**config.mk**
```make
export PLATFORM = sky130hd
export DESIGN_NAME = tcp_test_gen
export DESIGN_NICKNAME = d
export VERILOG_FILES = /design/src/rtl/tcp_test_gen.sv
export SDC_FILE = /design/constraint.sdc
export NUM_CORES = 2
export LEC_CHECK = 0
export ABC_CLOCK_PERIOD_IN_PS = 8100
export CORE_ASPECT_RATIO = 1.25
export CORE_MARGIN = 1
export CORE_UTILIZATION = 50
export CTS_BUF_LIST = sky130_fd_sc_hd__clkbuf_4 sky130_fd_sc_hd__clkbuf_8
export CTS_CLUSTER_DIAMETER = 200
export CTS_CLUSTER_SIZE = 10
export DETAILED_ROUTE_END_ITERATION = 16
export GPL_ROUTABILITY_DRIVEN = 0
export PLACE_DENSITY_LB_ADDON = 0.1
export RECOVER_POWER = 50
export SKIP_CTS_REPAIR_TIMING = 1
export SLEW_MARGIN = 30
export SYNTH_ARGS = -nofsm -noshare
export SYNTH_HDL_FRONTEND = slang
export SYNTH_SLANG_ARGS = --single-unit
```
**constraint.sdc**
```tcl
create_clock -name CLK -period 8.1 [get_ports CLK]
set_clock_uncertainty 0.1 [all_clocks]
set_input_delay 1.215 -clock CLK [delete_from_list [all_inputs] [get_ports CLK]]
set_output_delay 1.215 -clock CLK [all_outputs]
set_load 0.005 [all_outputs]
```
**src/rtl/tcp_test_gen.sv**
```systemverilog
// TCP traffic generator: counter/pattern byte source with rate, blocking,
// error injection, plus a 256-byte RX-to-TX loopback FIFO.
module tcp_test_gen (
  input  logic        CLK,
  input  logic        RST,
  input  logic [7:0]  TX_RATE,
  input  logic [63:0] NUM_OF_DATA,
  input  logic        DATA_GEN,
  input  logic        LOOPBACK,
  input  logic [2:0]  WORD_LEN,
  input  logic        SELECT_SEQ,
  input  logic [31:0] SEQ_PATTERN,
  input  logic [23:0] BLK_SIZE,
  input  logic        INS_ERROR,
  input  logic        TCP_OPEN,
  output logic [15:0] TCP_RX_WC,
  input  logic        TCP_RX_WR,
  input  logic [7:0]  TCP_RX_DATA,
  input  logic        TCP_TX_FULL,
  output logic        TCP_TX_WR,
  output logic [7:0]  TCP_TX_DATA
);

  typedef enum logic [1:0] {
    IDLE,
    RUN,
    WAIT
  } state_e;

  state_e      state_q, state_d;
  logic        dgen_q;
  logic        err_q, err_d;
  logic [63:0] cnt_q, cnt_d;
  logic [63:0] word_q, word_d;
  logic [2:0]  pos_q, pos_d;
  logic [1:0]  pat_q, pat_d;
  logic [23:0] blk_q, blk_d;
  logic [7:0]  wait_q, wait_d;

  logic [7:0]  mem_q [256];
  logic [7:0]  wr_ptr_q, wr_ptr_d;
  logic [7:0]  rd_ptr_q, rd_ptr_d;
  logic [8:0]  fcnt_q, fcnt_d;

  logic        tx_wr_q, tx_wr_d;
  logic [7:0]  tx_data_q, tx_data_d;

  logic        lb_on, start, abort, emit;
  logic        push, pop, blk_end;
  logic [2:0]  idx;
  logic [63:0] shifted;
  logic [7:0]  gen_byte;

  assign TCP_TX_WR   = tx_wr_q;
  assign TCP_TX_DATA = tx_data_q;
  assign TCP_RX_WC   = {7'd0, fcnt_q};

  always_comb begin
    lb_on = LOOPBACK & TCP_OPEN;
    start = (state_q == IDLE) & DATA_GEN & ~dgen_q & TCP_OPEN
          & ~LOOPBACK & (NUM_OF_DATA != 64'd0);
    abort = ~DATA_GEN | ~TCP_OPEN | LOOPBACK;
    emit  = (state_q == RUN) & ~abort & ~TCP_TX_FULL;
    // a live WORD_LEN shrink can leave pos past the end: treat as last byte
    idx   = (pos_q >= WORD_LEN) ? 3'd0 : WORD_LEN - pos_q;
    shifted  = word_q >> {idx, 3'b000};
    gen_byte = SELECT_SEQ ? SEQ_PATTERN[{~pat_q, 3'b000} +: 8]
                          : shifted[7:0];
    blk_end  = (BLK_SIZE != 24'd0)
             & (({1'b0, blk_q} + 25'd1) >= {1'b0, BLK_SIZE});
    push = lb_on & TCP_RX_WR & (fcnt_q != 9'd256);
    pop  = lb_on & (fcnt_q != 9'd0) & ~TCP_TX_FULL;
  end

  always_comb begin
    state_d   = state_q;
    err_d     = err_q | INS_ERROR;
    cnt_d     = cnt_q;
    word_d    = word_q;
    pos_d     = pos_q;
    pat_d     = pat_q;
    blk_d     = blk_q;
    wait_d    = wait_q;
    tx_wr_d   = 1'b0;
    tx_data_d = tx_data_q;
    unique case (state_q)
      IDLE: begin
        if (start) begin
          state_d = RUN;
          cnt_d   = 64'd0;
          word_d  = 64'd0;
          pos_d   = 3'd0;
          pat_d   = 2'd0;
          blk_d   = 24'd0;
        end
      end
      RUN: begin
        if (abort) begin
          state_d = IDLE;
        end else if (emit) begin
          tx_wr_d   = 1'b1;
          tx_data_d = gen_byte ^ {7'd0, err_q | INS_ERROR};
          err_d     = 1'b0;
          cnt_d     = cnt_q + 64'd1;
          if (blk_end) begin
            word_d = 64'd0;
            pos_d  = 3'd0;
            pat_d  = 2'd0;
            blk_d  = 24'd0;
          end else begin
            blk_d = blk_q + 24'd1;
            if (SELECT_SEQ) begin
              pat_d = pat_q + 2'd1;
            end else if (pos_q >= WORD_LEN) begin
              pos_d  = 3'd0;
              word_d = word_q + 64'd1;
            end else begin
              pos_d = pos_q + 3'd1;
            end
          end
          if (cnt_d == NUM_OF_DATA) begin
            state_d = IDLE;
          end else if (TX_RATE != 8'd0) begin
            state_d = WAIT;
            wait_d  = TX_RATE - 8'd1;
          end
        end
      end
      WAIT: begin
        if (abort) begin
          state_d = IDLE;
        end else if (wait_q == 8'd0) begin
          state_d = RUN;
        end else begin
          wait_d = wait_q - 8'd1;
        end
      end
      default: state_d = IDLE;
    endcase
    if (pop) begin
      tx_wr_d   = 1'b1;
      tx_data_d = mem_q[rd_ptr_q];
    end
  end

  always_comb begin
    wr_ptr_d = wr_ptr_q;
    rd_ptr_d = rd_ptr_q;
    fcnt_d   = fcnt_q;
    if (!lb_on) begin
      wr_ptr_d = 8'd0;
      rd_ptr_d = 8'd0;
      fcnt_d   = 9'd0;
    end else begin
      wr_ptr_d = wr_ptr_q + {7'd0, push};
      rd_ptr_d = rd_ptr_q + {7'd0, pop};
      fcnt_d   = fcnt_q + {8'd0, push} - {8'd0, pop};
    end
  end

  always_ff @(posedge CLK) begin
    if (push) mem_q[wr_ptr_q] <= TCP_RX_DATA;
  end

  // dgen_q resets high so a level held through reset is not an edge
  always_ff @(posedge CLK) begin
    if (RST) begin
      state_q   <= IDLE;
      dgen_q    <= 1'b1;
      err_q     <= 1'b0;
      cnt_q     <= 64'd0;
      word_q    <= 64'd0;
      pos_q     <= 3'd0;
      pat_q     <= 2'd0;
      blk_q     <= 24'd0;
      wait_q    <= 8'd0;
      wr_ptr_q  <= 8'd0;
      rd_ptr_q  <= 8'd0;
      fcnt_q    <= 9'd0;
      tx_wr_q   <= 1'b0;
      tx_data_q <= 8'd0;
    end else begin
      state_q   <= state_d;
      dgen_q    <= DATA_GEN;
      err_q     <= err_d;
      cnt_q     <= cnt_d;
      word_q    <= word_d;
      pos_q     <= pos_d;
      pat_q     <= pat_d;
      blk_q     <= blk_d;
      wait_q    <= wait_d;
      wr_ptr_q  <= wr_ptr_d;
      rd_ptr_q  <= rd_ptr_d;
      fcnt_q    <= fcnt_d;
      tx_wr_q   <= tx_wr_d;
      tx_data_q <= tx_data_d;
    end
  end

endmodule

```
* Word level (Yosys, flattened, before mapping) *
Memories as Yosys holds them, arrays and structs flattened. A register that Yosys moved wholly into a read port is not among the register bits.
Cells that the tools add are included.

word-level totals
  input bits = 148
  output and inout port bits = 25
  memories = 1
  memory bits (read-only) = 0
  bits in latches = 0
  flip-flop bits (word level) = 203
  memory bits (writable) = 2048

memories
  memory  depth  bits a word  rd ports  clocked after memory_dff  wr ports  line  source
  mem_q   256    8            1         1                         1         40    logic [7:0] mem_q [256];

cells by class
  shifts and indexed selects = 2
  reductions and logical operators = 18
  multiply operators = 0
  muxes and demuxes = 59
  divide/modulo/power cells = 0
  $add $sub $neg = 13
  bitwise operators = 25
  equal/unequal tests = 18
  order comparisons = 2

operators with widths
  cell                     number
  $mux W64                 8
  $pmux W64 S2             2
  $add A64 B1 Y64 const B  2
  $mux W24                 4
  $mux W8                  12
  $eq A64 B64 Y1           1
  $reduce_bool A64 Y1      1
  $shr A64 B6 Y8           1
  $pmux W24 S2             1
  $shiftx A32 B6 Y8        1
  $add A24 B1 Y25 const B  1
  $ge A25 B24 Y1           1
  $add A24 B1 Y24 const B  1
  $mux W2                  12
  $reduce_bool A24 Y1      1
  $mux W3                  7
  $add A8 B1 Y8            2
  $pmux W8 S2              1
  $sub A8 B1 Y8 const B    2
  $and A1 B1 Y1            13
  $ne A2 B2 Y1 const B     6
  $ne A3 B3 Y1 const B     4
  $reduce_and A5 Y1        2
  $add A9 B1 Y9            1
  other kinds (29)         50

* Longest topological paths before layout *
  depth after elaboration = 10
  gate-level depth with buffers = 21

* Least setup slack after synthesis *
Ideal clock, no wire load.

  kind = reg-to-reg
  start point = register blk_q[0]
  end point = register word_q[30]
  setup time = 87 ps
  arrival = 4214 ps
  stages on the path, launching flop included = 20
  path buffers = 1
  period minus slack after synthesis = 4401 ps
  setup slack = 3699 ps
  cell sequence = dfxtp_1 ha_1 nand4_1 nor4_1 nand3_1 or2_2 nand2_1 nand2_1 ha_1 a21o_1 a21o_1 a21o_1 a21oi_1 o21ai_0 a31oi_1 a31oi_1 nor2_1 clkbuf_1 o21ai_0 o31ai_1

between the ends
  word-level cells in the longest chain between the ends = 7
  elaborated cells on any way between the ends = 10
  those cells by class = add/sub (1); order compare (1); eq/ne (2); mux (4); bitwise (1); reduce/logical (1)

ends and longest elaborated chain
  what                    line  source
  start, declared         37    logic [23:0] blk_q, blk_d;
  start signal, assigned  190   blk_q <= blk_d;
  $add A24 B1 Y25 (*)     70    & (({1'b0, blk_q} + 25'd1) >= {1'b0, BLK_SIZE});
  $ge A25 B24 Y1 (*)      70
  $and A1 B1 Y1 (*)       70
  $mux W64                105   if (blk_end) begin
  $mux W64                100   end else if (emit) begin
  $mux W64                98    if (abort) begin
  $pmux W64 S2            86    unique case (state_q)
  end signal, assigned    187   word_q <= word_d;
  end, declared           34    logic [63:0] word_q, word_d;

Every way passes the cells marked *; elsewhere a longest branch is shown, timed or not. The select of a mux whose other input is x is not followed.
A chain may end at the register's enable or synchronous reset.

* Final worst setup path *
  start point = input TCP_RX_DATA[2]
  end point = memory mem_q[199][2], data pin

RTL lines
  what             line  source
  start, declared  18    input logic [7:0] TCP_RX_DATA,
  end, declared    40

Straight into the memory's write port.

==> flow_summary.yaml <==
run_status:
  violations: "max-capacitance violations, max-slew violations"
  status: "finished with violations"
floorplan:
  die_y_um: 487.3
  die_area_mm2: 0.1901
  ios: 173
  rows: 177
  die_w_um: 390.2
  fp.coreArea_mm2: 0.1867
  start_util_pct: 50.45
timing:
  finalHoldViolCount: 0
  setup_violations: 0
  worst_pin_slew_ns: 5.883
  fin_worst_hold_slack_ns: 0.3682
  slew_headroom_pct: -292.2
  drv_slew: 1033
  fin_tns_setup_ns: 0
  layout_min_cycle_time_ns: 6.517
  rsz0062_at_grt: "no"
  max_freq_mhz: 153.4
  period_share_pct: 80.46
drt:
  final_antenna_net_count: 0
  finalWirelength_mm: 244.2
  drtIter0Drc: 4531
  via_per_inst: 6.328
  drt-pass1-iter-count: 5
  num_vias: 51170
  drc: 0
  post_drt_wl_per_cell_um: 30.20
worst_setup_path:
  startpoint_type: "primary input"
  path_max_fanout: 97
  cp_data_arrival_time_ns: 6.57
  cp_top_family: "buffers and inverters"
  crit_required_ns: 8.15
  cp.buffers_inverters: 2
  critPathKind: "in2reg"
  critPathCaptureType: "flip-flop"
  cp_cell_sequence: "clkbuf_1 -> clkbuf_1"
  crit_top_cell: "clkbuf_1"
  crit_path_top_delay_cell: "clkbuf_1"
  cp_slowest_stage_delay_ns: 3.29
logic_synthesis:
  ys_seq_area_share_pct: 69.61
  ys_ff_latch: 2251
  synth_warnings: 0
  synth-edff-count: 2048
  syn_area_per_cell_um2: 17.62
  synthCells: 5347
  synthDistinctLibCells: 91
  synthesis.area_mm2: 0.09419
  synth.top_cells.by_count: "edfxtp_1 (2,048), mux4_2 (681), nor2_1 (428)"
  synthFlopType: "edfxtp_1"
  synth_area_leaders: "edfxtp_1 (65%), mux4_2 (16%), dfxtp_1 (4.3%)"
  yosysTopAreaCellShare_pct: 65.29
  synth.most_common_cell: "edfxtp_1"
  synth_top_cell_by_area: "edfxtp_1"
  ys_async_sr_fraction_pct: 0
cts:
  htreeDepth: 5
  clock-sinks: 2251
  cts_buffer_depth: 4
  root_buffer: "clkbuf_8"
  clkTransAtPathRegs_ns: 0.07
  cts_tree: "built"
  clkLatencyLatePin_ns: 1.03
  cts_buffers: 275
pwr:
  worst_ir_drop_vdd_uv: 156.8
  p_leak_nw: 30.18
  power.density_mw_per_mm2: 200.4
global_route:
  grt_pass1_vias: 51850
  grt_max_degree: 201
  antenna_found_initial: 4
  grt_usage_pct: 25.93
  grt_pass1_wl_mm: 358.4
  grt_overflow: 0
cells_and_area:
  nFillCells: 14520
  syn_to_final_growth_pct: 8.959
  drive_above_1_share_pct: 20.87
  fin_nets: 5729
placement:
  place_hpwl_mm: 147.0
  port-buffer-count: 165
hold_path:
  hp-class: "reg2reg"
job:
  cap_viol_max_count: 16
-- area by class of cell --
class	instances	area (µm²)	area share, %
inverter	63	236.5	0.2304
clock buffer	319	4172	4.065
antenna	2	5.005	0.004877
tap	2506	3136	3.055
sequential	2251	65580	63.90
timing repair buffer	236	2344	2.283
clock inverter	5	40.04	0.03901
multi-input combinational	2704	27120	26.42
-- cell usage in the layout (no fill, tap or decap), types with 18 or more instances in the layout --
| master | Yosys | routed |
|---|---|---|
| nand2_1 | 285 | 269 |
| inv_1 | 63 | 63 |
| and3_1 | 36 | 35 |
| clkbuf_4 | 0 | 35 |
| mux4_2 | 681 | 681 |
| clkdlybuf4s50_1 | 0 | 137 |
| o31ai_1 | 22 | 22 |
| nand4_1 | 86 | 86 |
| clkbuf_8 | 0 | 284 |
| xnor2_1 | 81 | 81 |
| nand3_1 | 121 | 119 |
| edfxtp_1 | 2048 | 2048 |
| dfxtp_1 | 203 | 197 |
| xor2_1 | 46 | 46 |
| a21oi_1 | 142 | 141 |
| or2_2 | 18 | 18 |
| buf_4 | 13 | 44 |
| nor2b_1 | 21 | 20 |
| a211oi_1 | 23 | 22 |
| or3_1 | 48 | 47 |
| buf_12 | 0 | 18 |
| dlygate4sd3_1 | 0 | 19 |
| and2_1 | 26 | 25 |
| nor4_1 | 56 | 56 |
| ha_1 | 48 | 48 |
| o221ai_1 | 19 | 19 |
| a31oi_1 | 40 | 40 |
| nor2_1 | 428 | 427 |
| nor3_1 | 70 | 69 |
| o21ai_0 | 140 | 140 |
-- path summary, 6_finish.rpt --
path	startpoint	end	slack (ns)	depth (start not counted)
setup reg to reg	blk_q[0]	word_q[48]	2.32	20
hold reg to reg	word_q[63]	word_q[63]	0.37	1
setup / recovery	TCP_RX_DATA[2]	mem_q[199][2]	1.58	2
hold / removal	word_q[63]	word_q[63]	0.37	1
-- metal layers --
| metal | wire [µm] | track usage [%] |
|---|---|---|
| met1 | 97180 | 34.84 |
| met2 | 123500 | 43.61 |
| met3 | 15660 | 4.098 |
| met4 | 7851 | 8.042 |
| met5 | 0 | 0 |
-- flip-flops by register name, indices dropped and copies added, names as in the netlist --
signal / cells
word_q: 64
pos_q: 3
mem_q: 2048
blk_q: 24
TCP_TX_WR: 1
state_q: 2
wait_q: 8
rd_ptr_q: 8
wr_ptr_q: 8
pat_q: 2
TCP_TX_DATA: 8
cnt_q: 64
dgen_q: 1
err_q: 1
fcnt_q: 9
-- power breakdown --
group | switching, mW | internal (mW) | leakage [nW]
clock network | 3.86 | 3.31 | 2.21
logic | 0.474 | 0.206 | 7.93
registers | 0.0305 | 12.7 | 20.0
-- cells by family (layout without fill, tap and decap cells) --
logic type	count (synthesis)	count (layout)	share of synthesized area [%]
DFF	2251	2251	69.61
and+or+nand+nor	1311	1311	6.933
muxes	704	704	16.54
AOI/OAI and AO/OA	503	503	3.316
buffers and inverters	398	623	1.715
xor gates and xnor gates	128	128	1.198
adders and majority gates	51	51	0.6908
other	1	9	0.003981
-- through the flow --
stage	cells	power (mW)	utilization [%]	worst slack, ns	cell area [µm²]
after floorplan	5353	13.24	-	3.699	94210
after global placement	7758	13.62	52.75	2.516	98480
after detailed placement	7759	13.63	52.77	2.410	98510
after CTS	8083	20.72	55.02	2.386	102700
after global routing	8085	21.21	54.97	1.081	102600
final	8086	20.56	54.97	1.583	102600
Note: power is estimated with default switching activity, not from simulation.
